### src/rtl/clk_pkg.sv
//==============================================================================
// Module : clk_pkg
// Brief  : Types, moduli and helpers for the HH:MM:SS BCD timekeeper.
//          Includes the edit-mode enum, BCD digit types, seconds/minutes
//          moduli, and a binary-to-two-digit-BCD helper used to build
//          reset values and terminal counts at elaboration.
// Rev    : 1.0  initial release
//==============================================================================
`default_nettype none

package clk_pkg;

  typedef enum logic [1:0] {
    RUN     = 2'd0,
    SET_HR  = 2'd1,
    SET_MIN = 2'd2
  } mode_e;

  typedef logic [3:0] bcd_t;

  typedef struct packed {
    bcd_t tens;
    bcd_t ones;
  } bcd2_t;

  localparam int SEC_MOD = 60;
  localparam int MIN_MOD = 60;

  // Binary 0..99 to packed two-digit BCD.
  function automatic bcd2_t to_bcd2(input int unsigned v);
    bcd2_t r;
    r.tens = 4'(v / 10);
    r.ones = 4'(v % 10);
    return r;
  endfunction

endpackage : clk_pkg

`default_nettype wire

### src/rtl/bcd2_mod_counter.sv
//==============================================================================
// Module : bcd2_mod_counter
// Brief  : Two-digit BCD modulo counter (0..MOD-1) with increment and clear.
// Ports  : clk   in   system clock
//          rst   in   synchronous active-high reset, loads BCD(INIT)
//          inc   in   advance by one (ones 9->0 carries into tens)
//          clr   in   force 00; takes priority over inc for the register
//          q     out  registered count {tens, ones}
//          wrap  out  combinational: inc while at MOD-1
// Rev    : 1.0  initial release
//==============================================================================
`default_nettype none

module bcd2_mod_counter
  import clk_pkg::*;
#(
  parameter int MOD  = 60,
  parameter int INIT = 0
) (
  input  logic  clk,
  input  logic  rst,
  input  logic  inc,
  input  logic  clr,
  output bcd2_t q,
  output logic  wrap
);

  localparam bcd2_t C_LAST_BCD = to_bcd2(MOD - 1);
  localparam bcd2_t C_INIT_BCD = to_bcd2(INIT);

  generate
    if (MOD < 2 || MOD > 100 || INIT < 0 || INIT >= MOD) begin : g_bad_param
      $error("bcd2_mod_counter: illegal MOD/INIT");
    end
  endgenerate

  bcd2_t cnt_q;
  bcd2_t cnt_d;
  logic  w_at_last;

  assign w_at_last = (cnt_q == C_LAST_BCD);
  // The carry is taken from inc even when clr also fires, so a clear on
  // the same cycle as a roll-over still propagates the carry upstream.
  assign wrap      = inc & w_at_last;
  assign q         = cnt_q;

  always_comb begin
    cnt_d = cnt_q;
    if (clr) begin
      cnt_d = '0;
    end else if (inc) begin
      if (w_at_last) begin
        cnt_d = '0;
      end else if (cnt_q.ones == 4'd9) begin
        cnt_d.ones = 4'd0;
        cnt_d.tens = cnt_q.tens + 4'd1;
      end else begin
        cnt_d.ones = cnt_q.ones + 4'd1;
      end
    end
  end

  always_ff @(posedge clk) begin
    if (rst) begin
      cnt_q <= C_INIT_BCD;
    end else begin
      cnt_q <= cnt_d;
    end
  end

endmodule : bcd2_mod_counter

`default_nettype wire

### src/rtl/bcd_time_counter.sv
//==============================================================================
// Module : bcd_time_counter
// Brief  : HH:MM:SS BCD timekeeper with run / set-hours / set-minutes modes.
//          Counts 1 Hz ticks in RUN; in the set modes the inc pulse bumps
//          the selected field without carry and seconds are held at 00.
// Ports  : clk         in   system clock
//          rst         in   synchronous active-high reset
//          tick_i      in   1 Hz enable, one cycle wide
//          mode_i      in   pulse: advance edit mode
//          inc_i       in   pulse: increment field being edited
//          sec_o       out  BCD seconds {tens, ones}
//          min_o       out  BCD minutes {tens, ones}
//          hr_o        out  BCD hours   {tens, ones}
//          mode_o      out  0=RUN 1=SET_HR 2=SET_MIN
//          day_wrap_o  out  one-cycle pulse on wrap to 00:00:00
// Rev    : 1.0  initial release
//==============================================================================
`default_nettype none

module bcd_time_counter
  import clk_pkg::*;
#(
  parameter int MAX_HOURS    = 24,
  parameter int INIT_HOURS   = 0,
  parameter int INIT_MINUTES = 0
) (
  input  logic       clk,
  input  logic       rst,
  input  logic       tick_i,
  input  logic       mode_i,
  input  logic       inc_i,
  output logic [7:0] sec_o,
  output logic [7:0] min_o,
  output logic [7:0] hr_o,
  output logic [1:0] mode_o,
  output logic       day_wrap_o
);

  localparam logic [1:0] ST_RUN     = RUN;
  localparam logic [1:0] ST_SET_HR  = SET_HR;
  localparam logic [1:0] ST_SET_MIN = SET_MIN;

  generate
    if (MAX_HOURS != 12 && MAX_HOURS != 24) begin : g_bad_max_hours
      $error("bcd_time_counter: MAX_HOURS must be 12 or 24");
    end
    if (INIT_HOURS < 0 || INIT_HOURS >= MAX_HOURS) begin : g_bad_init_hours
      $error("bcd_time_counter: INIT_HOURS out of range");
    end
    if (INIT_MINUTES < 0 || INIT_MINUTES >= MIN_MOD) begin : g_bad_init_minutes
      $error("bcd_time_counter: INIT_MINUTES out of range");
    end
  endgenerate

  logic [1:0] mode_q;
  logic [1:0] mode_d;
  logic       day_wrap_q;
  logic       day_wrap_d;

  logic  w_run;
  logic  w_set_hr;
  logic  w_set_min;
  logic  w_edit_inc;
  logic  w_sec_inc;
  logic  w_sec_clr;
  logic  w_min_inc;
  logic  w_hr_inc;
  logic  w_sec_wrap;
  logic  w_min_wrap;
  logic  w_hr_wrap;
  bcd2_t w_sec;
  bcd2_t w_min;
  bcd2_t w_hr;

  assign w_run     = (mode_q == ST_RUN);
  assign w_set_hr  = (mode_q == ST_SET_HR);
  assign w_set_min = (mode_q == ST_SET_MIN);

  // A mode pulse in the same cycle as inc wins; the edit is dropped.
  assign w_edit_inc = inc_i & ~mode_i;

  // Seconds are cleared whenever not running, and on the RUN->SET_HR cycle
  // after the tick (and its carries) has been applied.
  assign w_sec_inc = w_run & tick_i;
  assign w_sec_clr = ~w_run | mode_i;

  // Carries only chain in RUN; edits never ripple into the next field.
  assign w_min_inc = (w_run & w_sec_wrap) | (w_set_min & w_edit_inc);
  assign w_hr_inc  = (w_run & w_min_wrap) | (w_set_hr  & w_edit_inc);

  // In RUN an hours roll-over can only come from a full seconds/minutes
  // carry chain, so this is exactly the 23:59:59 -> 00:00:00 step.
  assign day_wrap_d = w_run & w_hr_wrap;

  always_comb begin
    mode_d = mode_q;
    if (mode_i) begin
      case (mode_q)
        ST_RUN:     mode_d = ST_SET_HR;
        ST_SET_HR:  mode_d = ST_SET_MIN;
        ST_SET_MIN: mode_d = ST_RUN;
        default:    mode_d = ST_RUN;
      endcase
    end
  end

  always_ff @(posedge clk) begin
    if (rst) begin
      mode_q     <= ST_RUN;
      day_wrap_q <= 1'b0;
    end else begin
      mode_q     <= mode_d;
      day_wrap_q <= day_wrap_d;
    end
  end

  bcd2_mod_counter #(
    .MOD  (SEC_MOD),
    .INIT (0)
  ) u_sec (
    .clk  (clk),
    .rst  (rst),
    .inc  (w_sec_inc),
    .clr  (w_sec_clr),
    .q    (w_sec),
    .wrap (w_sec_wrap)
  );

  bcd2_mod_counter #(
    .MOD  (MIN_MOD),
    .INIT (INIT_MINUTES)
  ) u_min (
    .clk  (clk),
    .rst  (rst),
    .inc  (w_min_inc),
    .clr  (1'b0),
    .q    (w_min),
    .wrap (w_min_wrap)
  );

  bcd2_mod_counter #(
    .MOD  (MAX_HOURS),
    .INIT (INIT_HOURS)
  ) u_hr (
    .clk  (clk),
    .rst  (rst),
    .inc  (w_hr_inc),
    .clr  (1'b0),
    .q    (w_hr),
    .wrap (w_hr_wrap)
  );

  assign sec_o      = w_sec;
  assign min_o      = w_min;
  assign hr_o       = w_hr;
  assign mode_o     = mode_q;
  assign day_wrap_o = day_wrap_q;

endmodule : bcd_time_counter

`default_nettype wire
### config.mk
export PLATFORM = sky130hd
export DESIGN_NAME = bcd_time_counter
export DESIGN_NICKNAME = d
export VERILOG_FILES = /design/src/rtl/clk_pkg.sv /design/src/rtl/bcd2_mod_counter.sv /design/src/rtl/bcd_time_counter.sv
export SDC_FILE = /design/constraint.sdc
export NUM_CORES = 1
export LEC_CHECK = 0
export BUFFER_PORTS_ARGS = -buffer_cell sky130_fd_sc_hd__buf_2
export CAP_MARGIN = 5
export CORE_MARGIN = 2
export CORE_UTILIZATION = 49
export CTS_CLUSTER_DIAMETER = 50
export DETAILED_ROUTE_END_ITERATION = 16
export HOLD_SLACK_MARGIN = 0.12
export PLACE_DENSITY_LB_ADDON = 0.05
export RECOVER_POWER = 50
export SLEW_MARGIN = 40
export SYNTH_ARGS = -nofsm -noshare
export SYNTH_HDL_FRONTEND = slang
export SYNTH_SLANG_ARGS = --single-unit
### constraint.sdc
create_clock -name clk -period 1.8 [get_ports clk]
set_input_delay 0.27 -clock clk [delete_from_list [all_inputs] [get_ports clk]]
set_output_delay 0.27 -clock clk [all_outputs]
set_load 0.01 [all_outputs]
==> impl_summary.md, run 1 <==
CTS
The clock drives 27 sinks. TritonCTS built the clock tree. The clock-pin slew of the registers on the worst-case setup and hold paths is 0.15 ns. CTS built an H-tree with a depth of 1.

The number of clock buffers added by TritonCTS is 3. The root buffer cell is sky130_fd_sc_hd__clkbuf_4. In this run the deepest clock path goes through 2 buffers.

The clock reaches the later pin of the worst-skew pair after 0.32 ns.

Die
In this run the count of I/O pins placed on the die edge is 32. The core footprint is 3050 sq um. The floorplan step defined a die boundary enclosing 3680 sq um.

The number of core rows is 20. The die is 60.7 microns wide. Once the floorplan was initialized, standard cells occupied 51.5% of the core. The height of the die is 60.7 microns.

Timing
The max-slew violation count is 0. The setup skew after layout is approximately 0.0032 ns. The worst-margin pin slew is 0.390 ns.

The maximum achievable frequency is approximately 540 MHz. Setup repair after global routing could not meet its margin everywhere. The final setup violation count is 3. The final period utilization is 102%.

The hold violation total from the final report is 0. Counting I/O delays and the setup requirement, the final critical path takes 1.84 ns. Across all setup checks in the final design, the least slack found is -0.0370 ns. The worst slew margin relative to its limit is 73.8%.

Min path
The startpoint of the worst hold path is rst. The path class of the lowest-slack min-delay path is input pin to register. The end point of the worst hold path is u_min.q[5].

Counting instances, the worst hold path has a depth of 2.

Detailed routing
The routed design has 3980 microns of wire. The number of design-rule violations left by the first detailed-router iteration is 143. The via density per instance is 5.80. The routed wirelength normalized by instance count is 14.3 microns. In the routed design, unresolved DRC markers number 0.

The final antenna-violating net count is 0. The total via count after detailed routing is approximately 1.6k. Before antenna repair, the detailed router went through 4 iterations.

Worst setup path
The worst register-to-register path begins at mode_o[1]. The peak fanout along the critical path is 8. The worst setup path is launched from a register. The count of cells along the worst register-to-register path is 4. The internal reg-to-reg setup slack is -0.04 ns. The kind of end point of the critical path is a register. The critical path in this run is classified as register to register. The worst register-to-register path ends at u_min.q[4].

The required time of the critical path is 2.07 ns. For the worst setup path, the data arrival time is roughly 2.1 ns.

Logic synthesis
Ranked by total cell area, the synthesized netlist is headed by sky130_fd_sc_hd__dfxtp_1, sky130_fd_sc_hd__ha_1, sky130_fd_sc_hd__nand3_1, sky130_fd_sc_hd__nor2_1, sky130_fd_sc_hd__a21oi_1. sky130_fd_sc_hd__dfxtp_1 takes more of the synthesized area than any other cell. Synthesis inferred 27 register bits. In this run, synthesis inferred 0 flip-flops with an integrated enable. The number of nets in the synthesized netlist is 201. The mean instance size in the synthesized netlist is approximately 8.5 sq um. For this run, the number of Yosys warnings is 0. The number of different library cells in the post-synthesis netlist is 45. After synthesis, the share of flip-flops with an asynchronous set or reset is 0%.

After synthesis, the largest area contributor takes up 34.4% of total cell area. The number of standard cells after synthesis is 184. After synthesis the cells add up to 1570 sq um.

The most used flip-flop cell after synthesis is sky130_fd_sc_hd__dfxtp_1. For this run, the register share of the synthesized area comes to 34.4%.

Global route
The largest net degree at the start of global routing is 15. The wire length of the first global-routing pass is 6600 microns. The initial antenna violation count is 0. After global routing the overflow that remains totals 0.

The via count of the first global-routing pass was around 1.5k. The total routing usage reported by global routing is a little under a quarter.

Place
The number of buffer cells added on primary ports is 31. The routability congestion estimate from global placement is 0.833. At the placement stage, the worst setup path has a slack of -0.0783 ns. Detailed placement ended at an HPWL of a little under 3000 microns.

Power
For this design the ratio of total power to cell area is 515 nW/um^2. The static leakage is slightly above 0.0008 uW. The maximum vdd drop is 0.258 mV.

Job
The number of maximum-capacitance constraint violations is 0.

Layout
From synthesis to final layout, the design area changed by 25.4%. The repair_antennas step left the layout with diodes totalling 0. The post-route netlist has 23.8% of its cells at a drive strength greater than 1.

In the final design database the tool counted 253 nets. The fill cell instance count of the final layout is 274. For this run, the share of the core covered by cells in the final layout is roughly 65%.

Outcome
The final reports fail on setup timing. The flow ran to the end, but the final reports show violations.
how the worst max path moves through the flow:
| stage | start | end | slack, ns |
|---|---|---|---|
| after detailed placement | mode_o[0] | u_min.q[5] | -0.08 |
| final | mode_o[1] | u_min.q[4] | -0.04 |
| after global routing | mode_o[1] | u_min.q[4] | -0.10 |
| after floorplan | u_min.q[0] | u_hr.q[7] | 0.02 |
| after CTS | mode_o[0] | u_min.q[5] | 0.003 |
| after global placement | tick_i | u_min.q[5] | 0.04 |
layout by cell type (no fill, tap or decap), types with 7 or more instances in the layout:
| cell | instances |
|---|---|
| sky130_fd_sc_hd__a31oi_1 | 7 |
| sky130_fd_sc_hd__buf_2 | 15 |
| sky130_fd_sc_hd__buf_4 | 24 |
| sky130_fd_sc_hd__clkbuf_1 | 19 |
| sky130_fd_sc_hd__dfxtp_1 | 23 |
| sky130_fd_sc_hd__ha_1 | 12 |
| sky130_fd_sc_hd__inv_1 | 9 |
| sky130_fd_sc_hd__nand2_1 | 12 |
| sky130_fd_sc_hd__nand3_1 | 11 |
| sky130_fd_sc_hd__nor2_1 | 14 |
worst max-delay path, cell delays in order (launching register included):
cell and delay, ns:
sky130_fd_sc_hd__dfxtp_4 0.38, sky130_fd_sc_hd__or3b_4 0.40, sky130_fd_sc_hd__o31a_1 0.38, sky130_fd_sc_hd__or4_1 0.47
sky130_fd_sc_hd__a21oi_2 0.15
synth_stat cells, drive strengths merged, types with 5 or more instances:
master and n:
o21ai 6, clkbuf 9, a21oi 9, nor2 14
nand2 12, dfxtp 27, and3b 5, inv 9
nor3b 5, a31oi 7, ha 12, nand3 11
logic make-up after synthesis:
| group | Yosys count | synth area share [%] |
|---|---|---|
| flops | 27 | 34.4 |
| simple gates | 79 | 29.4 |
| xor+xnor | 6 | 3.34 |
| buf+inv | 19 | 5.01 |
| compound gates | 37 | 15.8 |
| fa+ha+maj | 12 | 9.55 |
| mux | 4 | 2.63 |
metal layers:
layer / GRT usage [%] / wire (microns)
met5: 0 / 0
met1: 31.2 / 1820
met4: 7.14 / 15
met2: 39.3 / 2010
met3: 2.99 / 136
registers in the layout, indices dropped and copies added, names as in the netlist:
signal / cells
day_wrap_o: 1
u_hr.q: 8
u_sec.q: 8
u_min.q: 8
mode_o: 2
through the flow:
step / power (uW) / setup TNS (ns) / area [sq um] / instances / hold WS [ns]
after detailed placement: 758 / -0.119 / 1900 / 270 / 0.508
final: 1020 / -0.0599 / 1970 / 279 / 0.279
after global placement: 750 / 0 / 1900 / 270 / 0.488
after global routing: 1070 / -0.280 / 1970 / 279 / 0.249
after floorplan: 705 / 0 / 1570 / 184 / 0.422
after CTS: 1030 / 0 / 1950 / 277 / 0.250
final cells by class:
| class | instances | area (sq um) | area share (%) |
|---|---|---|---|
| Timing Repair Buffer | 57 | 323 | 16.4 |
| Multi-Input combinational cell | 138 | 986 | 50.0 |
| Sequential cell | 27 | 548 | 27.8 |
| Tap cell | 44 | 55.1 | 2.79 |
| Inverter | 9 | 33.8 | 1.71 |
| Clock buffer | 4 | 26.3 | 1.33 |
power by group:
| group | total [uW] | internal (uW) | switching (uW) | leakage [uW] |
|---|---|---|---|---|
| clock | 268 | 86.8 | 181 | 0.0000150 |
| combinational | 124 | 52.8 | 71.1 | 0.000577 |
| sequential | 623 | 609 | 14.5 | 0.000220 |
what timing repair did:
action,4_1_cts,5_1_grt
buffers inserted,3,2
gates resized for setup,3,11
hold buffers,0,0
setup endpoints to repair,6,12
cloned,0,0
pin swaps,1,1
Note: power is estimated with default switching activity, not from simulation.
==> run 2, diff against run 1 <==
--- a/config.mk
+++ b/config.mk
@@ -12,7 +12,7 @@
 export CTS_CLUSTER_DIAMETER = 50
 export DETAILED_ROUTE_END_ITERATION = 16
 export HOLD_SLACK_MARGIN = 0.12
-export PLACE_DENSITY_LB_ADDON = 0.05
+export PLACE_DENSITY = 0.75
 export RECOVER_POWER = 50
 export SLEW_MARGIN = 40
 export SYNTH_ARGS = -nofsm -noshare
==> run 2 against run 1 <==
  * Critical endpoint is now u_min.q[5]
  * Non-clock buffer count fell by 1
  * Core utilization down 0.45 points
  * Die area did not move
  * The flow still finishes with violations (setup timing)
==> impl_summary.md, run 2 (synthesized netlist as in run 1, its figures left out) <==
Outcome
The run finished, with violations left. The final reports fail on setup timing.

Detailed routing
The first-pass iteration count of the detailed router is 4 (unchanged). The total via count after detailed routing is 1604 (-0.80%). The number of design-rule violations left by the first detailed-router iteration is 81 (-43%).

The via density per instance is 5.75 (-0.80%). The remaining routing DRC violations is 0 (unchanged). The final antenna-violating net count is 0 (unchanged). The sum of routed wire length over all layers came to 3840 microns (-3.4%). The routed wirelength normalized by instance count is 13.8 microns (-3.4%).

CTS
The worst-case clock buffer depth was 2 (unchanged). The number of H-tree branching levels is 1 (unchanged). CTS placed an instance of sky130_fd_sc_hd__clkbuf_4 at the clock tree root. The post-cts hold buffer count came to 0 (unchanged). The clock-pin slew of the registers on the worst-case setup and hold paths is 0.14 ns (about the same). The worst-skew pair later-pin latency is 0.32 ns (about the same). The CTS sink count is 27 (unchanged). The number of clock buffers inserted by TritonCTS is 3 (unchanged). The CTS tree is yes.

Worst setup path
The critical path goes through or3b_4 > o31a_1 > or4_1 > a21oi_1. The category of the most critical setup path is register to register. The count of cells along the worst register-to-register path is 4 (unchanged).

The peak fanout along the critical path is 6 (-2). The capturing point of the worst reg2reg path is u_min.q[5]. The critical path startpoint category is a register. For this design, the slowest cell found on the critical path is sky130_fd_sc_hd__or4_1. The required time of the critical path came to 2.06 ns (about the same). The internal reg-to-reg setup slack is -0.0007 ns (+0.04 ns). The arrival time of the worst setup path was 2.06 ns (-0.05 ns). STA classifies the critical path endpoint as a register. The startpoint identified for the worst register-to-register timing path is mode_o[1].

The delay of the slowest critical-path stage is 0.42 ns (-0.05 ns).

Layout
The final cell count without fillers is 279 (unchanged). The synthesis-to-layout area growth is 24.5%. The antenna cell count is 0 (unchanged). The layout net count is 253 (unchanged). The fraction of final layout cells with drive strength greater than 1 is 21.3% (-2.6 points). Leaving out fill and tap cells, the most frequent cells in the layout are sky130_fd_sc_hd__dfxtp_1, sky130_fd_sc_hd__buf_4, sky130_fd_sc_hd__clkbuf_1.

Global route
The wire length of the first global-routing pass came to 6330 microns (-4.2%). The initial antenna violation count came to 0 (unchanged). The total routing usage reported by global routing is 22.1% (-1.3 points). The largest net degree at the start of global routing is 19 (+4).

The global route total overflow came to 0 (unchanged). The via count of the first global-routing pass is 1551 (+4.0%).

Power
The fraction of power consumed by sequential logic was 61.4% (about the same). The power density over cell area is 518 nW/um^2 (+0.58%). The clock group share of total power is 26.3% (about the same). The total chip power is 1010 uW (-0.12%). The net switching power of the design is 265 uW (-0.53%). The maximum vdd drop is 0.364 mV (+41%). The portion of total power attributed to combinational logic came to 12.4% (+0.2 points). The internal power component was 748 uW (about the same). The switching power as a share of total power is 26.2% (-0.11 points). The static leakage is 0.000801 uW (-1.4%).

Min path
The end point of the worst hold path is u_min.q[2]. The startpoint of the worst hold path is rst. The path class of the lowest-slack min-delay path is input pin to register. The worst hold path cell count is 2 (unchanged).

Timing
The hold violation total from the final report is 0 (unchanged). The aggregate negative setup slack is -0.000745 ns (+0.0591 ns). The final period demand of the worst path came to 1.80 ns (-0.0363 ns). Setup repair after global routing could not meet its margin everywhere. The final setup violation count is 1 (-2).

The tightest hold margin is 0.216 ns (-0.0628 ns). The final worst slack is -0.000745 ns (+0.0363 ns). The maximum achievable frequency was 555 MHz (+2.0%).

The worst-margin pin slew is 0.363 ns (-0.0267 ns). The worst slew margin relative to its limit is 75.6% (+1.8 points). The setup skew after layout is 0.00383 ns (+0.000619 ns). The max-slew violation count is 0 (unchanged). The final period utilization is 100% (-2.0 points).

Die
The die boundary width is 60.7 microns (unchanged). The effective utilization at floorplan is 51.5% (unchanged). The core footprint is 3050 sq um (unchanged). The number of core rows is 20 (unchanged). The count of pins on the block boundary was 32 (unchanged). The area enclosed by the die boundary came to 3680 sq um (unchanged).

The height of the die is 60.7 microns (unchanged).

Job
The number of maximum-capacitance constraint violations is 0 (unchanged).

Place
The instance count after placement with tap cells included was 272 (+0.74%). The half-perimeter wire length after detailed placement is 2860 microns (-3.9%). The pre-CTS worst setup slack is -0.0218 ns (+0.0565 ns). The routability congestion estimate from global placement is 0.818 (-1.8%). The number of buffer cells added on primary ports was 31 (unchanged).
run 2: power groups by stage:
| stage | logic (uW) | clock network (uW) | registers, uW |
|---|---|---|---|
| finish | 125 | 266 | 622 |
| global route | 137 | 296 | 624 |
| CTS | 127 | 271 | 622 |
| detailed placement | 125 | 0 | 635 |
| global placement | 120 | 0 | 634 |
| floorplan | 64.4 | 0 | 641 |
run 2: layer usage:
metal / track usage (%) / vias up / part of all wire [%]
met1: 27.7 / 763 / 45
met3: 2.13 / 5 / 4.1
met5: 0 / - / 0
met2: 39.2 / 47 / 50
met4: 8.07 / 0 / 0.73
li1: - / 789 / -
run 2: through the flow:
step	instance area [sq um]	util [%]
after floorplan	1570	-
after global placement	1910	62.6
after detailed placement	1910	62.6
after CTS	1960	64.3
after global routing	1960	64.1
final	1960	64.1
run 2: worst max path at each step:
stage | from | to | slack (ns) | cells past startpoint
floorplan | u_min.q[0] | u_hr.q[7] | 0.02 | 6
global placement | tick_i | u_min.q[5] | 0.05 | 5
detailed placement | mode_o[1] | u_min.q[5] | -0.02 | 4
CTS | u_sec.q[1] | u_min.q[5] | 0.02 | 6
global route | mode_o[1] | u_min.q[5] | -0.03 | 4
finish | mode_o[1] | u_min.q[5] | -0.0007 | 4
run 2: area by class of cell:
class	instances	area, sq um
clock buffers	4	26.3
fillers	291	1090
inverters	9	33.8
multi-input cells	139	981
flip-flops and latches	27	548
well taps	44	55.1
repair buffers	56	314
run 2: worst max-delay path, delay by kind of cell, from the launching register on:
| family | cells | cell delay, ns |
|---|---|---|
| AOI/OAI and AO/OA | 2 | 0.54 |
| and+or+nand+nor | 2 | 0.83 |
| DFF | 1 | 0.37 |
run 2: repair_timing:
action | 4_1_cts | 5_1_grt
pin swaps | 1 | 1
hold endpoints to repair | 0 | 0
setup buffers | 2 | 0
endpoints found under the setup margin | 3 | 10
cloned | 1 | 0
gates resized for setup | 0 | 8
